### config.mk
export PLATFORM = sky130hd
export DESIGN_NAME = sound_arbiter
export DESIGN_NICKNAME = d
export VERILOG_FILES = /design/src/rtl/sound_arbiter.sv
export SDC_FILE = /design/constraint.sdc
export NUM_CORES = 1
export LEC_CHECK = 0
export ABC_CLOCK_PERIOD_IN_PS = 3000
export CELL_PAD_IN_SITES_DETAIL_PLACEMENT = 0
export CELL_PAD_IN_SITES_GLOBAL_PLACEMENT = 1
export CORE_ASPECT_RATIO = 0.8
export CORE_UTILIZATION = 38
export CTS_CLUSTER_SIZE = 28
export DETAILED_ROUTE_END_ITERATION = 8
export MAX_ROUTING_LAYER = met4
export PLACE_DENSITY = 0.78
export SLEW_MARGIN = 10
export SYNTH_ARGS = -nofsm -noshare
export SYNTH_HDL_FRONTEND = slang
export SYNTH_SLANG_ARGS = --single-unit
### constraint.sdc
create_clock -name PCLK -period 3 [get_ports PCLK]
set_input_delay 0.3 -clock PCLK [delete_from_list [all_inputs] [get_ports PCLK]]
set_output_delay 0.3 -clock PCLK [all_outputs]
set_load 0.1 [all_outputs]
### src/rtl/sound_arbiter.sv
// Fixed-priority arbiter sharing one sound-board channel among game-event requesters.
// Optional build macro SOUND_ARB_PREEMPT_EN lets a higher-priority request cut the current track.
module sound_arbiter #(
  parameter int          NUM_REQ      = 4,
  parameter int          RST_CYCLES   = 4,
  parameter int          PLAY_CYCLES  = 25000000,
  parameter logic [5:0]  SILENT_TRACK = 6'd0
) (
  input  logic                   PCLK,
  input  logic                   PRESET,
  input  logic [NUM_REQ-1:0]     req,
  input  logic [6*NUM_REQ-1:0]   req_track,
  input  logic                   mute,
  output logic [NUM_REQ-1:0]     grant,
  output logic                   busy,
  output logic                   snd_reset,
  output logic [5:0]             selection
);

  localparam int MAX_CYC = (RST_CYCLES > PLAY_CYCLES) ? RST_CYCLES : PLAY_CYCLES;
  localparam int CNT_W   = $clog2(MAX_CYC + 1);
  localparam int IDX_W   = $clog2(NUM_REQ);
  localparam logic [CNT_W-1:0] RST_LOAD  = CNT_W'(RST_CYCLES - 1);
  localparam logic [CNT_W-1:0] PLAY_LOAD = CNT_W'(PLAY_CYCLES - 1);

  typedef enum logic [1:0] {ST_IDLE, ST_TRIGGER, ST_PLAY} state_t;

  state_t               r_state;
  logic [NUM_REQ-1:0]   r_pending;
  logic [CNT_W-1:0]     r_counter;
  logic [IDX_W-1:0]     r_cur_idx;
  logic [NUM_REQ-1:0]   r_grant;
  logic                 r_busy;
  logic                 r_snd_reset;
  logic [5:0]           r_selection;

  state_t               w_state_next;
  logic [NUM_REQ-1:0]   w_pending_next;
  logic [CNT_W-1:0]     w_counter_next;
  logic [IDX_W-1:0]     w_cur_idx_next;
  logic [NUM_REQ-1:0]   w_grant_next;
  logic                 w_busy_next;
  logic                 w_snd_reset_next;
  logic [5:0]           w_selection_next;
  logic                 w_start;

  logic [IDX_W-1:0]     w_winner;
  logic                 w_any;
  logic                 w_preempt;
  logic [NUM_REQ-1:0]   w_win_oh;
  logic [5:0]           w_tracks [NUM_REQ];

  generate
    for (genvar gi = 0; gi < NUM_REQ; gi++) begin : g_track
      assign w_tracks[gi] = req_track[6*gi +: 6];
    end
  endgenerate

  // Highest set index of the registered pending vector wins; raw req is never arbitrated.
  always_comb begin
    w_winner = '0;
    for (int i = 0; i < NUM_REQ; i++) begin
      if (r_pending[i]) w_winner = IDX_W'(i);
    end
  end

  assign w_any    = |r_pending;
  assign w_win_oh = NUM_REQ'(1) << w_winner;

`ifdef SOUND_ARB_PREEMPT_EN
  assign w_preempt = w_any && (w_winner > r_cur_idx);
`else
  assign w_preempt = 1'b0;
`endif

  always_comb begin
    w_state_next     = r_state;
    w_pending_next   = r_pending | req;
    w_counter_next   = r_counter;
    w_cur_idx_next   = r_cur_idx;
    w_grant_next     = '0;
    w_snd_reset_next = r_snd_reset;
    w_selection_next = r_selection;
    w_start          = 1'b0;

    if (mute) begin
      w_state_next     = ST_IDLE;
      w_pending_next   = '0;
      w_counter_next   = '0;
      w_snd_reset_next = 1'b0;
      w_selection_next = SILENT_TRACK;
    end else begin
      case (r_state)
        ST_IDLE: begin
          w_selection_next = SILENT_TRACK;
          w_snd_reset_next = 1'b0;
          w_start          = w_any;
        end
        ST_TRIGGER: begin
          if (w_preempt) begin
            w_start = 1'b1;
          end else if (r_counter == '0) begin
            w_state_next     = ST_PLAY;
            w_snd_reset_next = 1'b0;
            w_counter_next   = PLAY_LOAD;
          end else begin
            w_counter_next = r_counter - CNT_W'(1);
          end
        end
        ST_PLAY: begin
          if (w_preempt) begin
            w_start = 1'b1;
          end else if (r_counter == '0) begin
            w_state_next     = ST_IDLE;
            w_selection_next = SILENT_TRACK;
          end else begin
            w_counter_next = r_counter - CNT_W'(1);
          end
        end
        default: w_state_next = ST_IDLE;
      endcase

      // A req on the grant edge re-sets the bit being cleared, so the track replays later.
      if (w_start) begin
        w_state_next     = ST_TRIGGER;
        w_cur_idx_next   = w_winner;
        w_selection_next = w_tracks[w_winner];
        w_snd_reset_next = 1'b1;
        w_grant_next     = w_win_oh;
        w_counter_next   = RST_LOAD;
        w_pending_next   = (r_pending & ~w_win_oh) | req;
      end
    end

    w_busy_next = (w_state_next != ST_IDLE);
  end

  always_ff @(posedge PCLK) begin
    if (PRESET) begin
      r_state     <= ST_IDLE;
      r_pending   <= '0;
      r_counter   <= '0;
      r_cur_idx   <= '0;
      r_grant     <= '0;
      r_busy      <= 1'b0;
      r_snd_reset <= 1'b0;
      r_selection <= SILENT_TRACK;
    end else begin
      r_state     <= w_state_next;
      r_pending   <= w_pending_next;
      r_counter   <= w_counter_next;
      r_cur_idx   <= w_cur_idx_next;
      r_grant     <= w_grant_next;
      r_busy      <= w_busy_next;
      r_snd_reset <= w_snd_reset_next;
      r_selection <= w_selection_next;
    end
  end

  assign grant     = r_grant;
  assign busy      = r_busy;
  assign snd_reset = r_snd_reset;
  assign selection = r_selection;

endmodule

==> results.cfg, run 1 <==
[final_layout]
area_growth_pct = 28.3
fillCellCount = 547
fin_util_pct = 51.7
multiInputGateArea_um2 = 1290
antenna_cells = 0
drive_gt1_share_pct = 10.2
mostFrequentLayoutCells = dfxtp_1 (43), clkdlybuf4s50_1 (35), a21oi_1 (22)
layout_commonest_cell = dfxtp_1
fin_nets = 349
fin_cells = 392
ff_latch_area_um2 = 861

[clock_tree]
cts_tree = done
cts_hold_repair.buffers = 0
clockBufferDepth = 2
clock_sinks = 43
cts-htree-levels = 2
numCtsBuffers = 5
cts-root-buf = clkbuf_8
path_clk_slew_ps = 80
post_cts_buffers = 0
insertion_delay_ps = 300
ctsResizeCount = 0

[sta]
finalSetupTns_ps = 0
skew_ps = 2.50
tightest_slew_ps = 981
drv_slew = 0
rsz0062_at_grt = false
max_clock_freq_mhz = 390
setup_viol = 0
slew_headroom_pct = 34.4
finalCriticalPeriod_ps = 2560
finalHoldViolCount = 0
fin_crit_sh_pct = 85.4

[yosys]
synth_xor_area_share_pct = 0
synth_fp_nets = 302
synth_top_area_cell = dfxtp_1
postSynthAreaPerCell_um2 = 8.42
synth_area_leaders = dfxtp_1 (38%), a21oi_1 (4.9%), or4_1 (4.7%)
synth_top_area_share_pct = 38.4
synth_top_family_by_area = simple AND/OR/NAND/NOR gates
synthCells = 266
synth_compound_area_share_pct = 25.5
synth_edf_count = 0
synth_mux_area_share_pct = 1.34
ys_types = 46
netlist_area_um2 = 2240
synth_flop_cell = dfxtp_1
async_reset_ff_share_pct = 0
yosys.area_share.simple_pct = 27.8
ys_seq_elements = 43
yosysSeqAreaShare_pct = 38.4
yosysWarnings = 0
synthAdderAreaFrac_pct = 2.79

[floorplanning]
die_area_um2 = 6210
core_area_um2 = 5560
die_width_um = 87.8
num_io_pins = 43
die_h_um = 70.7
start_util_pct = 40.3
rows = 24

[pwr]
p_leak_nw = 1.09
power_frac_seq_pct = 41.2
p_clk_share_pct = 31.9
p_int_mw = 1.01
p_sw_mw = 0.462
power_density_nw_per_um2 = 512
combPwrFrac_pct = 26.9
peakVddDrop_mv = 0.202
swShare_pct = 31.4

[setup_path]
r2r_setup_slack_ps = 440
path_max_fanout = 7
critical_path_class = flip-flop to flip-flop
critPathCaptureType = flip-flop
crit_path_start_kind = flip-flop
reg2reg_depth = 7
arrival_ps = 2790
reg2reg_from = r_state[1]
crit_required_ps = 3230
r2r_end = r_counter[24]

[min_path]
min_path_type = flip-flop to flip-flop
whs_endpoint = snd_reset
hold_depth = 2
hold_path.startpoint = snd_reset

[place]
port_buffers = 42
dpl.hpwl_mm = 4.72
finalWeightedCongestion = 0.848
dp_cells = 384

[drt]
initialDrtViolationCount = 159
dr_total_vias = 2206
ant_nets = 0
routed_wl_mm = 6.26
avgRoutedWirePerCell_um = 16.0
drc = 0
viasPerCell = 5.63
drt_first_pass_iters = 4

[global_routing]
grt_max_degree = 24
grt_pass1_wl_mm = 10.4
grt_pass1_vias = 1948
antenna_found_initial = 0
track_usage_pct = 22.5
overflow = 0

[flow_run]
cap_viol_max_count = 0

[status]
status = finished, final reports clean
==> cells in the mapped netlist (5+ instances only) <==
cell / count
dfxtp_1: 43
o21ai_0: 14
a31oi_1: 11
a21oi_1: 22
nor4_1: 6
nor2_1: 21
ha_1: 5
or3_1: 14
a22oi_1: 10
nand2_1: 15
clkbuf_1: 8
nor3_1: 8
o31ai_1: 9
inv_1: 11
or4_1: 14
==> kinds of logic after synthesis <==
group | after synthesis
flops | 43
buf+inv | 22
mux | 3
fa+ha+maj | 5
simple gates | 106
compound gates | 87
==> through the flow <==
stage                     hold WS, ps  setup slack (ps)  instance area (um2)  power (mW)
final                             467               439                 2870        1.47
after global routing              488               281                 2870        1.55
after CTS                         468               452                 2870        1.47
after detailed placement          455               486                 2760        1.01
after global placement            452               547                 2760        1.01
after floorplan                   417               607                 2240       0.877
==> cell type report <==
type	count	area share [%]
Multi-Input combinational cell	201	44.8
Sequential cell	43	30.0
Timing Repair Buffer	51	16.4
Tap cell	78	3.40
Clock buffer	6	2.87
Inverter	11	1.44
Clock inverter	2	1.22
==> critical path, stage by stage (launching register included) <==
cell	delay [ps]
dfxtp_1	410
inv_1	90
ha_1	430
inv_1	200
or4_4	550
or2_4	260
or4_1	400
a21oi_1	150
==> registers in the layout, indices dropped and copies added, names as in the netlist <==
name / count
snd_reset: 1
grant: 4
busy: 1
r_counter: 25
r_pending: 4
r_state: 2
selection: 6
==> worst max-delay path by stage <==
stage / from / end / slack (ps) / depth (start not counted)
floorplan: r_counter[0] / r_counter[24] / 610 / 7
global placement: r_state[1] / r_counter[24] / 550 / 7
CTS: r_counter[0] / r_counter[24] / 450 / 7
global route: r_counter[0] / r_counter[8] / 280 / 8
finish: r_state[1] / r_counter[24] / 440 / 7
detailed placement: r_counter[0] / r_counter[24] / 490 / 7
==> power by group through the flow <==
stage	sequential, mW	clock [mW]	combinational (mW)
finish	0.607	0.469	0.397
global route	0.610	0.503	0.435
CTS	0.606	0.475	0.392
detailed placement	0.620	0	0.390
global placement	0.619	0	0.393
floorplan	0.659	0	0.218
==> per-layer routing <==
metal  vias up  global-route usage [%]  wire (um)
met3         9                    4.32        315
met2        45                    27.3       2420
met5         -                       -          0
met4         0                    6.92         79
met1      1020                    35.8       3450
li1       1132                       -          -
Note: power is estimated with default switching activity, not from simulation.
==> run 2: changes to the inputs <==
--- a/config.mk
+++ b/config.mk
@@ -12,8 +12,10 @@
 export CORE_UTILIZATION = 38
 export CTS_CLUSTER_SIZE = 28
 export DETAILED_ROUTE_END_ITERATION = 8
+export HOLD_SLACK_MARGIN = 0.1
 export MAX_ROUTING_LAYER = met4
 export PLACE_DENSITY = 0.78
+export RECOVER_POWER = 100
 export SLEW_MARGIN = 10
 export SYNTH_ARGS = -nofsm -noshare
 export SYNTH_HDL_FRONTEND = slang
==> results.cfg, run 2 (same netlist as run 1, synthesis figures left out) <==
[status]
status = finished, final reports clean

[floorplanning]
start_util_pct = 40.3
die_area_um2 = 6210
die_h_um = 70.7
num_io_pins = 43
rows = 24
core_area_um2 = 5560
die_width_um = 87.8

[setup_path]
crit_path_start_kind = flip-flop
reg2reg_from = r_state[1]
crit_path_max_incr_delay_ps = 550
cp-endpoint = r_counter[24]
r2r_setup_slack_ps = 410
r2r_end = r_counter[24]
critPathCaptureType = flip-flop
path_max_fanout = 7
reg2reg_depth = 7
critPathSlowestCell = or4_1
crit_chain = inv_1 > ha_1 > inv_1 > or4_1 > or2_0 > or4_1 > a21oi_1
crit_required_ps = 3230
critical_path_class = flip-flop to flip-flop
arrival_ps = 2830
critPathLaunch = r_state[1]

[min_path]
min_path_type = flip-flop to flip-flop
hold_path.startpoint = snd_reset

[final_layout]
fin_nets = 349
layout_commonest_cell = dfxtp_1
drive_gt1_share_pct = 6.37
fillCellCount = 565
largest_register_ff_count = 25
largest_register = r_counter
fin_util_pct = 50.9
antenna_cells = 0
mostFrequentLayoutCells = dfxtp_1 (43), clkdlybuf4s50_1 (30), a21oi_1 (22)
area_growth_pct = 26.4

[global_routing]
grt_pass1_vias = 1948
grt_max_degree = 24
track_usage_pct = 22.5
antenna_found_initial = 0
grt_pass1_wl_mm = 10.4
overflow = 0

[sta]
tightest_slew_ps = 1180
finalHoldViolCount = 0
finalCriticalPeriod_ps = 2590
rsz0062_at_grt = false
setup_viol = 0
finalSetupTns_ps = 0
max_clock_freq_mhz = 385
drv_slew = 0
fin_crit_sh_pct = 86.5
slew_headroom_pct = 21.5
skew_ps = 1.74

[pwr]
p_leak_nw = 1.06
power_density_nw_per_um2 = 516
peakVddDrop_mv = 0.200
power_mw = 1.46

[clock_tree]
cts-htree-levels = 2
insertion_delay_ps = 300
cts_tree = done
cts_hold_repair.buffers = 0
clock_sinks = 43
path_clk_slew_ps = 80
numCtsBuffers = 5
post_cts_buffers = 0
ctsResizeCount = 0
cts-root-buf = clkbuf_8
clockBufferDepth = 2

[place]
dpl.hpwl_mm = 4.72
finalWeightedCongestion = 0.848
port_buffers = 42

[drt]
ant_nets = 0
viasPerCell = 5.67
routed_wl_mm = 6.26
drc = 0
dr_total_vias = 2221
drt_first_pass_iters = 4
avgRoutedWirePerCell_um = 16.0
initialDrtViolationCount = 151

[flow_run]
cap_viol_max_count = 0
run 2: metal layers:
layer	global-route usage, %	part of all wire, %
met5	-	0
met4	6.92	1.3
met3	4.32	4.4
met2	27.3	38
met1	35.8	56
run 2: worst max-delay path: cells and delay by family (launching register included):
| kind | cells | cell delay (ps) |
|---|---|---|
| AOI/OAI and AO/OA | 1 | 150 |
| DFF | 1 | 410 |
| and+or+nand+nor | 3 | 1250 |
| buffers and inverters | 2 | 280 |
| adders and majority gates | 1 | 430 |
run 2: layout make-up:
| cell class | count | area [um2] | share of cell area, % |
|---|---|---|---|
| multi-input combinational | 201 | 1280 | 45.2 |
| clock buffer | 6 | 82.6 | 2.92 |
| clock inverter | 2 | 35.0 | 1.24 |
| inverter | 11 | 41.3 | 1.46 |
| sequential | 43 | 861 | 30.4 |
| tap | 78 | 97.6 | 3.45 |
| timing repair buffer | 51 | 433 | 15.3 |
run 2: report_power, final:
part / internal [mW] / total [mW] / switching, mW
clock: 0.269 / 0.469 / 0.200
combinational: 0.141 / 0.384 / 0.243
sequential: 0.589 / 0.606 / 0.0171
run 2: worst min path at each step:
| stage | end | slack [ps] | cells past startpoint |
|---|---|---|---|
| floorplan | r_pending[0] | 420 | 2 |
| global placement | snd_reset | 450 | 2 |
| detailed placement | snd_reset | 450 | 2 |
| CTS | snd_reset | 470 | 2 |
| global route | snd_reset | 490 | 2 |
| finish | snd_reset | 460 | 2 |
run 2: metrics by stage:
step / worst slack, ps / std cells / cell area (um2) / hold slack [ps]
after floorplan: 607 / 266 / 2240 / 417
after global placement: 547 / 384 / 2760 / 452
after detailed placement: 486 / 384 / 2760 / 455
after CTS: 452 / 392 / 2870 / 468
after global routing: 254 / 392 / 2830 / 486
final: 406 / 392 / 2830 / 465
==> run 3: changes to the inputs <==
--- a/config.mk
+++ b/config.mk
@@ -14,7 +14,7 @@
 export DETAILED_ROUTE_END_ITERATION = 8
 export HOLD_SLACK_MARGIN = 0.1
 export MAX_ROUTING_LAYER = met4
-export PLACE_DENSITY = 0.78
+export PLACE_DENSITY = 0.88
 export RECOVER_POWER = 100
 export SLEW_MARGIN = 10
 export SYNTH_ARGS = -nofsm -noshare
==> results.cfg, run 3 (same netlist as run 1, synthesis figures left out) <==
[final_layout]
antenna_cells = 0
area_growth_pct = 25.2
fillCellCount = 577
ff_latch_area_um2 = 861
layout.cell_area.non_filler_um2 = 2800
mostFrequentLayoutCells = dfxtp_1 (43), clkdlybuf4s50_1 (30), a21oi_1 (22)
largest_register = r_counter
layout_commonest_cell = dfxtp_1
drive_gt1_share_pct = 5.77
multiInputGateArea_um2 = 1280
fin_nets = 347
largest_register_ff_count = 25

[floorplanning]
die_area_um2 = 6210
start_util_pct = 40.3
die_h_um = 70.7
core_area_um2 = 5560
rows = 24
num_io_pins = 43
die_width_um = 87.8

[drt]
drt_first_pass_iters = 5
viasPerCell = 5.86
avgRoutedWirePerCell_um = 16.5
routed_wl_mm = 6.42
drc = 0
dr_total_vias = 2285
ant_nets = 0
initialDrtViolationCount = 189

[clock_tree]
cts-htree-levels = 2
cts-root-buf = clkbuf_8
post_cts_buffers = 0
ctsResizeCount = 0
clock_sinks = 43
clockBufferDepth = 2
cts_hold_repair.buffers = 0
cts_tree = done
insertion_delay_ps = 310
numCtsBuffers = 5
path_clk_slew_ps = 100

[place]
dpl_cell_area_um2 = 2740
dpl.hpwl_mm = 4.79
finalWeightedCongestion = 0.899
port_buffers = 42

[sta]
timing.hold.ws_ps = 472
finalSetupTns_ps = 0
skew_ps = 16.9
tightest_slew_ps = 1210
rsz0062_at_grt = false
drv_slew = 0
max_clock_freq_mhz = 392
finalCriticalPeriod_ps = 2550
fin_crit_sh_pct = 85.1
slew_headroom_pct = 19.7
setup_viol = 0
finalHoldViolCount = 0

[global_routing]
track_usage_pct = 22.3
overflow = 0
grt_pass1_vias = 2092
antenna_found_initial = 0
grt_max_degree = 24
grt_pass1_wl_mm = 10.4

[pwr]
power_frac_seq_pct = 41.7
combPwrFrac_pct = 26.3
p_leak_nw = 1.04
swShare_pct = 33.2
power_density_nw_per_um2 = 523
peakVddDrop_mv = 0.277
p_sw_mw = 0.486
p_clk_share_pct = 32.0
p_int_mw = 0.979

[setup_path]
critPathCaptureType = flip-flop
crit_path_start_kind = flip-flop
crit_required_ps = 3250
crit_path_max_incr_delay_ps = 550
path_max_fanout = 7
crit_chain = inv_1 > ha_1 > inv_1 > or4_1 > or2_0 > or4_1 > a21oi_1
r2r_setup_slack_ps = 450
critical_path_class = flip-flop to flip-flop
arrival_ps = 2800
critPathSlowestCell = or4_1

[status]
status = finished, final reports clean

[min_path]
min_path_type = flip-flop to flip-flop

[flow_run]
cap_viol_max_count = 0
[run 3: changes by cell type in the layout (fill, tap and decap cells not counted)]
cell and change:
buf_4 -2, dlygate4sd3_1 -1, clkbuf_1 +1, clkbuf_8 -1, clkinv_4 +1
[run 3: worst max-delay path, delay by kind of cell, from the launching register on]
| kind | cells | cell delay (ps) |
|---|---|---|
| buf+inv | 2 | 270 |
| simple gates | 3 | 1240 |
| compound gates | 1 | 150 |
| flops | 1 | 430 |
| fa+ha+maj | 1 | 400 |
[run 3: power by group through the flow]
stage	registers (mW)	clock network, mW	logic [mW]
global route	0.614	0.492	0.417
CTS	0.610	0.475	0.390
detailed placement	0.623	0	0.386
finish	0.611	0.469	0.386
floorplan	0.659	0	0.218
global placement	0.623	0	0.387
[run 3: cell type report]
class                      instances  share of cell area (%)
clock buffer                       5                    2.45
clock inverter                     3                    1.56
inverter                          11                    1.47
multi-input combinational        201                    45.6
sequential                        43                    30.7
tap                               78                    3.48
timing repair buffer              49                    14.7
[run 3: worst paths after layout]
path / depth (start not counted) / startpoint / to
setup / recovery: 7 / r_state[1] / r_counter[24]
hold / removal: 2 / snd_reset / snd_reset
setup reg to reg: 7 / r_state[1] / r_counter[24]
hold reg to reg: 2 / snd_reset / snd_reset
[run 3: routing by layer]
| layer | GRT usage [%] | vias up | part of all wire (%) |
|---|---|---|---|
| met5 | - | - | 0 |
| met4 | 6.01 | 0 | 1.1 |
| met3 | 4.90 | 8 | 6.3 |
| met2 | 29.2 | 73 | 41 |
| met1 | 33.8 | 1083 | 51 |
| li1 | - | 1121 | - |
[run 3: metrics by stage]
step / worst slack [ps] / power, mW / cells / util (%)
after floorplan: 607 / 0.877 / 266 / -
after global placement: 556 / 1.01 / 382 / 49.3
after detailed placement: 517 / 1.01 / 382 / 49.3
after CTS: 498 / 1.48 / 390 / 51.3
after global routing: 294 / 1.52 / 390 / 50.5
final: 448 / 1.47 / 390 / 50.5
